===== src/rtl/reg_window_ctrl.sv =====
// rtl/reg_window_ctrl.sv - call/return window sequencer with spill/fill to a memory stack
module reg_window_ctrl #(
    parameter int                DATA_W     = 16,
    parameter int                ADDR_W     = 16,
    parameter logic [ADDR_W-1:0] STACK_BASE = 16'h0100,
    parameter int                STACK_WIN  = 8
) (
    input  logic              i_clk,
    input  logic              i_rst,
    input  logic              i_call,
    input  logic              i_ret,
    output logic [1:0]        o_wind,
    output logic              o_stall,
    output logic              o_win_err,
    output logic              o_rf_override,
    output logic [2:0]        o_rf_addr,
    input  logic [DATA_W-1:0] i_rf_rdata,
    output logic              o_rf_we,
    output logic [DATA_W-1:0] o_rf_wdata,
    output logic              o_mem_req,
    output logic              o_mem_we,
    output logic [ADDR_W-1:0] o_mem_addr,
    output logic [DATA_W-1:0] o_mem_wdata,
    input  logic [DATA_W-1:0] i_mem_rdata,
    input  logic              i_mem_ack
);

    localparam logic [ADDR_W-1:0] STACK_TOP = STACK_BASE + ADDR_W'(2 * STACK_WIN);

    typedef enum logic [2:0] {
        S_IDLE,
        S_SPILL_RD,
        S_SPILL_WR,
        S_FILL_REQ,
        S_FILL_WR
    } state_t;

    state_t              r_state;
    logic [1:0]          r_cwp;
    logic [2:0]          r_resident;
    logic [ADDR_W-1:0]   r_sp;
    logic                r_idx;
    logic [DATA_W-1:0]   r_data;
    logic                r_err;

    logic                w_idle;
    logic                w_call_only;
    logic                w_ret_only;
    logic                w_room;
    logic                w_has_data;
    logic                w_start_spill;
    logic                w_start_fill;
    logic [1:0]          w_victim;
    logic [1:0]          w_target;

    // The oldest resident window sits just ahead of cwp; the one to restore sits just behind.
    assign w_victim      = r_cwp + 2'd1;
    assign w_target      = r_cwp - 2'd1;
    assign w_idle        = (r_state == S_IDLE);
    assign w_call_only   = i_call & ~i_ret;
    assign w_ret_only    = i_ret & ~i_call;
    assign w_room        = (r_sp < STACK_TOP);
    assign w_has_data    = (r_sp > STACK_BASE);
    assign w_start_spill = w_idle & w_call_only & (r_resident == 3'd4) & w_room;
    assign w_start_fill  = w_idle & w_ret_only & (r_resident == 3'd1) & w_has_data;

    always_ff @(posedge i_clk) begin
        if (i_rst) begin
            r_state    <= S_IDLE;
            r_cwp      <= 2'd0;
            r_resident <= 3'd1;
            r_sp       <= STACK_BASE;
            r_idx      <= 1'b0;
            r_data     <= '0;
            r_err      <= 1'b0;
        end else begin
            r_err <= 1'b0;
            case (r_state)
                S_IDLE: begin
                    if (i_call && i_ret) begin
                        r_err <= 1'b1;
                    end else if (i_call) begin
                        if (r_resident != 3'd4) begin
                            r_cwp      <= r_cwp + 2'd1;
                            r_resident <= r_resident + 3'd1;
                        end else if (w_room) begin
                            r_state <= S_SPILL_RD;
                            r_idx   <= 1'b0;
                        end else begin
                            r_err <= 1'b1;
                        end
                    end else if (i_ret) begin
                        if (r_resident > 3'd1) begin
                            r_cwp      <= r_cwp - 2'd1;
                            r_resident <= r_resident - 3'd1;
                        end else if (w_has_data) begin
                            r_state <= S_FILL_REQ;
                            r_idx   <= 1'b1;
                        end else begin
                            r_err <= 1'b1;
                        end
                    end
                end
                S_SPILL_RD: begin
                    r_data  <= i_rf_rdata;
                    r_state <= S_SPILL_WR;
                end
                S_SPILL_WR: begin
                    if (i_mem_ack) begin
                        r_sp <= r_sp + ADDR_W'(1);
                        if (!r_idx) begin
                            r_idx   <= 1'b1;
                            r_state <= S_SPILL_RD;
                        end else begin
                            r_state <= S_IDLE;
                            r_cwp   <= r_cwp + 2'd1;
                        end
                    end
                end
                S_FILL_REQ: begin
                    if (i_mem_ack) begin
                        r_data  <= i_mem_rdata;
                        r_sp    <= r_sp - ADDR_W'(1);
                        r_state <= S_FILL_WR;
                    end
                end
                S_FILL_WR: begin
                    if (r_idx) begin
                        r_idx   <= 1'b0;
                        r_state <= S_FILL_REQ;
                    end else begin
                        r_state <= S_IDLE;
                        r_cwp   <= w_target;
                    end
                end
                default: r_state <= S_IDLE;
            endcase
        end
    end

    assign o_wind        = r_cwp;
    assign o_win_err     = r_err;
    assign o_stall       = ~w_idle | w_start_spill | w_start_fill;
    assign o_rf_override = ~w_idle;

    always_comb begin
        o_rf_addr   = 3'd0;
        o_rf_we     = 1'b0;
        o_rf_wdata  = '0;
        o_mem_req   = 1'b0;
        o_mem_we    = 1'b0;
        o_mem_addr  = '0;
        o_mem_wdata = '0;
        case (r_state)
            S_SPILL_RD: o_rf_addr = {w_victim, r_idx};
            S_SPILL_WR: begin
                o_mem_req   = 1'b1;
                o_mem_we    = 1'b1;
                o_mem_addr  = r_sp;
                o_mem_wdata = r_data;
            end
            S_FILL_REQ: begin
                o_mem_req  = 1'b1;
                o_mem_addr = r_sp - ADDR_W'(1);
            end
            S_FILL_WR: begin
                o_rf_we    = 1'b1;
                o_rf_addr  = {w_target, r_idx};
                o_rf_wdata = r_data;
            end
            default: ;
        endcase
    end

endmodule


===== config.mk =====
export PLATFORM = sky130hd
export DESIGN_NAME = reg_window_ctrl
export DESIGN_NICKNAME = d
export VERILOG_FILES = /design/src/rtl/reg_window_ctrl.sv
export SDC_FILE = /design/constraint.sdc
export NUM_CORES = 1
export LEC_CHECK = 0
export BUFFER_PORTS_ARGS = -buffer_cell sky130_fd_sc_hd__buf_2
export CAP_MARGIN = 20
export CORE_MARGIN = 5
export CORE_UTILIZATION = 35
export DETAILED_ROUTE_END_ITERATION = 12
export PLACE_DENSITY = 0.65
export RECOVER_POWER = 50
export SKIP_LAST_GASP = 1
export SYNTH_ARGS = -nofsm -noshare
export SYNTH_HDL_FRONTEND = slang
export SYNTH_SLANG_ARGS = --single-unit
export TNS_END_PERCENT = 50

===== constraint.sdc =====
create_clock -name i_clk -period 2.9 [get_ports i_clk]
set_clock_uncertainty 0.15 [all_clocks]
set_input_delay 0.145 -clock i_clk [delete_from_list [all_inputs] [get_ports i_clk]]
set_output_delay 0.145 -clock i_clk [all_outputs]
set_load 0.02 [all_outputs]

After elaboration in Yosys (flattened, before gate mapping):

Cells that the tools add are included.

* input bits: 37
* output and inout bits: 59
* register bits: 42

* bitwise operators: 14
* order comparisons: 3
* eq/ne operators: 20
* multiplexer cells: 53
* add/subtract/negate cells: 6
* reduce and logical (&&, ||, !) cells: 15

Operators by type and width (count)
* one-hot mux 16 bit (2 select lines): 3
* two-way mux 16 bit: 5
* two-way mux 3 bit: 13
* AND reduction 8 bit: 3
* two-way mux 1 bit: 19
* two-way mux 2 bit: 9
* adder 16 x 1 -> 16 bit, second input constant: 1
* greater-than comparator 16 x 9 -> 1 bit, second input constant: 1
* less-than comparator 16 x 9 -> 1 bit, second input constant: 1
* subtractor 16 x 1 -> 16 bit, second input constant: 1
* one-hot mux 3 bit (5 select lines): 1
* inequality test 3 x 2 -> 1 bit, second input constant: 4
* inequality test 3 bit, second input constant: 4
* inequality test 2 bit, second input constant: 5
* bitwise AND 1 bit: 8
* nonzero test 2 bit: 4
* == test 3 x 1 -> 1 bit, second input constant: 2
* == test 3 x 2 -> 1 bit, second input constant: 2
* == test 3 bit, second input constant: 2
* one-hot mux 2 bit (3 select lines): 1
* one-hot mux 3 bit (2 select lines): 1
* AND reduction 5 bit: 1
* NOT 1 bit: 4
* OR reduction 2 bit: 2
* other kinds (13): 14

Depth between registers and ports, before layout:

* word-level depth: 7
* mapped depth: 8
* mapped depth without buffers: 7

Worst setup path after synthesis:

No wires, ideal clock.

* path kind: register to output
* from: register r_sp[0]
* to: output o_mem_addr[10]
* path slack: 0.615 ns
* cell stages (with the launch flop): 8
* arrival: 1.990 ns
* path buffers: 1
* cell sequence: dfxtp_1 -> buf_2 -> inv_1 -> ha_1 -> nor3b_2 -> nand4_1 -> or3_1 -> a21oi_1

* cells in the longest elaborated chain, start to end: 2

RTL lines
* start, declared: RTL line 41 `logic [ADDR_W-1:0] r_sp;`
* start signal, assigned: RTL line 110 `r_sp <= r_sp + ADDR_W'(1);`
* start signal, assigned: RTL line 123 `r_sp <= r_sp - ADDR_W'(1);`
* subtractor 16 x 1 -> 16 bit: RTL line 164 `o_mem_addr = r_sp - ADDR_W'(1);`
* one-hot mux 16 bit (2 select lines): RTL line 154 `case (r_state)`
* end, declared: RTL line 22 `output logic [ADDR_W-1:0] o_mem_addr,`

Every way passes these cells.

Final worst setup path:

* from: register r_sp[0]
* to: output o_mem_addr[11]

Same word-level chain as after synthesis.

==> results.yml <==
drt:
  detail_route.iter0.violations: 264
  ant_nets: 0
  routed_wl_um: 9204
  vias: 3387
  dr.pass1.iters: 5
  wl_per_cell_um: 14.23
  avgViaCountPerCell: 5.235
  drc_errors: 0
yosys:
  synthFlopType: "dfxtp_1"
  netlist_instances: 430
  synth_area_leaders: "dfxtp_1, nor2_1, and2_1"
  synth_warnings: 0
  syn_avg_cell_area_um2: 7.504
  synth_top_area_share_pct: 26.06
  synthArstFlopShare_pct: 0
  netlist_area_um2: 3227
  synth-seq-area-share_pct: 26.06
  ys_ff_latch: 42
  syn_nets: 473
  synth-edff-count: 0
  netlist-cell-type-count: 64
  yosys.area.top_type: "dfxtp_1"
floorplanning:
  core_area_um2: 9109
  rows: 35
  die_w_um: 106.0
  die_height_um: 106.0
  initial_core_util_pct: 35.43
  ios: 96
  die-area_um2: 11240
setup_path:
  crit_type: "flip-flop to output pin"
  startpoint_type: "flip-flop"
  r2r_setup_slack_ps: 270
  cp_data_arrival_time_ps: 2410
  cp.required_ps: 2610
  worst_setup_path_end_kind: "output pin"
  r2r-end: "r_data[2]$_SDFFE_PP0P_"
  worstRegToRegCells: 6
  rr_startpoint: "r_state[0]$_SDFFE_PP0P_"
  crit_fanout: 12
clock_network:
  cts_root_buffer: "clkbuf_8"
  clock_latency_ps: 300
  cts_buffers: 5
  tritoncts: "built"
  post_cts_buffers: 0
  cts.sinks: 42
  clock_path_buffers: 2
  clkTransAtPathRegs_ps: 90
  h-tree-depth: 2
grt:
  grt_pass1_wl_um: 15460
  track_usage_pct: 16.32
  grt_pass1_vias: 3240
  grt_max_degree: 33
  antenna_found_initial: 0
  grt-ovfl-total: 0
finish:
  seqCellArea_um2: 840.8
  fillers: 931
  fin_nets: 578
  final_cell_mix: "buf_2, nor2_1, nand2_1, dfxtp_1, dlygate4sd3_1"
  multiInputGateArea_um2: 2091
  final_common_cell: "buf_2"
  finish.utilization_pct: 44.99
  drive_gt1_share_pct: 20.15
  diodes: 0
  syn_to_final_growth_pct: 26.99
  fin_area_um2: 4098
min_path:
  min_delay_worst_endpoint: "r_state[1]$_SDFFE_PP0P_"
  holdCritPathClass: "primary input to flip-flop"
  holdPathStages: 2
  hold_start: "i_mem_ack"
timing:
  fin_crit_sh_pct: 93.18
  maxSlewHeadroom_pct: 55.50
  max_freq_mhz: 370.1
  tns_ps: 0
  slew_violations: 0
  period_minus_slack_ps: 2702
  timing.final.ws_setup_ps: 197.9
  setup_viol: 0
  tightest_slew_ps: 667.5
  hold_viol: 0
  grt_setup_unrepaired: "no"
placement:
  dpl.hpwl_um: 6547
  io_buffers: 95
  dpl_cell_area_um2: 3654
  gp_congestion: 0.8723
  place_worst_setup_slack_ps: 503.7
pwr:
  ir_worst_vdd_v: 0.0002197
  report.power.total_w: 0.002675
  power_density_nw_per_um2: 652.9
  power.leakage_nw: 1.710
outcome:
  outcome: "complete, no violations"
job:
  drv_cap: 0
[per-layer routing]
| metal | routed length, um | global-route usage, % |
|---|---|---|
| met5 | 0 | 0 |
| met4 | 121 | 4.995 |
| met3 | 749 | 3.704 |
| met2 | 4319 | 27.55 |
| met1 | 4014 | 20.68 |
[worst max-delay path, cell delays in order (launching register included)]
cell,delay [ps]
dfxtp_1,420
or4_4,620
and4bb_1,500
nand3_1,140
xor2_1,150
nor2_1,90
buf_2,180
[sequential cells by signal, indices dropped and copies added (netlist names)]
signal and flops:
r_resident 3, r_idx 1, o_win_err 1, r_data 16, r_sp 16, r_state 3
o_wind 2
[timing repair]
| action | in CTS | in global routing |
|---|---|---|
| gates resized for setup | 0 | 1 |
| hold buffers | 33 | 0 |
| endpoints found under the setup margin | 0 | 2 |
| hold endpoints to repair | 17 | 0 |
[power by group]
group | total, W | switching (W) | internal, W
logic | 0.00123 | 0.000701 | 0.000530
clock network | 0.000591 | 0.000223 | 0.000368
registers | 0.000853 | 0.000149 | 0.000705
total | 0.00268 | 0.00107 | 0.00160
[area by class of cell]
| cell class | instances | area share [%] |
|---|---|---|
| well taps | 111 | 3.389 |
| clock buffers | 6 | 2.015 |
| repair buffers | 136 | 20.40 |
| multi-input cells | 337 | 51.02 |
| inverters | 13 | 1.191 |
| clock inverters | 2 | 1.466 |
| flip-flops and latches | 42 | 20.52 |
[synth_stat cells, types with 3 or more instances]
cell	instances
inv_1	12
o21ai_0	13
buf_1	3
clkbuf_1	20
a211oi_1	7
xor2_1	11
a311oi_1	16
o32ai_1	3
clkbuf_8	6
nand3_1	13
or3_1	5
nor2_1	57
nor3_1	10
ha_1	6
and2_1	33
dfxtp_1	42
buf_2	3
nor3b_1	5
xnor2_1	15
nand2_1	50
nand2b_1	5
and3_1	3
o22ai_1	3
nand4_1	8
a21oi_1	19
nand3b_1	4
nor2b_1	6
and3b_1	3
mux2_2	4
buf_6	3
nor4_1	4
[worst max-delay path by stage]
stage,from,to,slack (ps),cells past startpoint
2_1_floorplan,r_sp[0]$_SDFFE_PP0P_,o_mem_addr[10],610,7
3_3_place_gp,r_sp[0]$_SDFFE_PP0P_,o_mem_addr[10],540,7
3_5_place_dp,r_sp[0]$_SDFFE_PP0P_,r_state[0]$_SDFFE_PP0P_,500,7
4_1_cts,r_sp[0]$_SDFFE_PP0P_,o_mem_addr[10],170,7
5_1_grt,r_sp[0]$_SDFFE_PP0P_,o_mem_addr[13],20,6
6_report,r_sp[0]$_SDFFE_PP0P_,o_mem_addr[11],200,6
[kinds of logic after synthesis]
| logic type | count (synthesis) | synth area share [%] |
|---|---|---|
| simple gates | 220 | 36.02 |
| flops | 42 | 26.06 |
| xor+xnor | 26 | 7.057 |
| buf+inv | 51 | 9.461 |
| mux | 7 | 2.365 |
| compound gates | 78 | 16.71 |
| fa+ha+maj | 6 | 2.326 |
[metrics by stage]
step           hold slack [ps]  std cells
2_1_floorplan            115.7        430
3_3_place_gp             259.7        606
3_5_place_dp             266.8        606
4_1_cts                  30.60        647
5_1_grt                  48.87        647
6_report                 39.46        647
No activity file was read; power rests on OpenSTA's default activity.
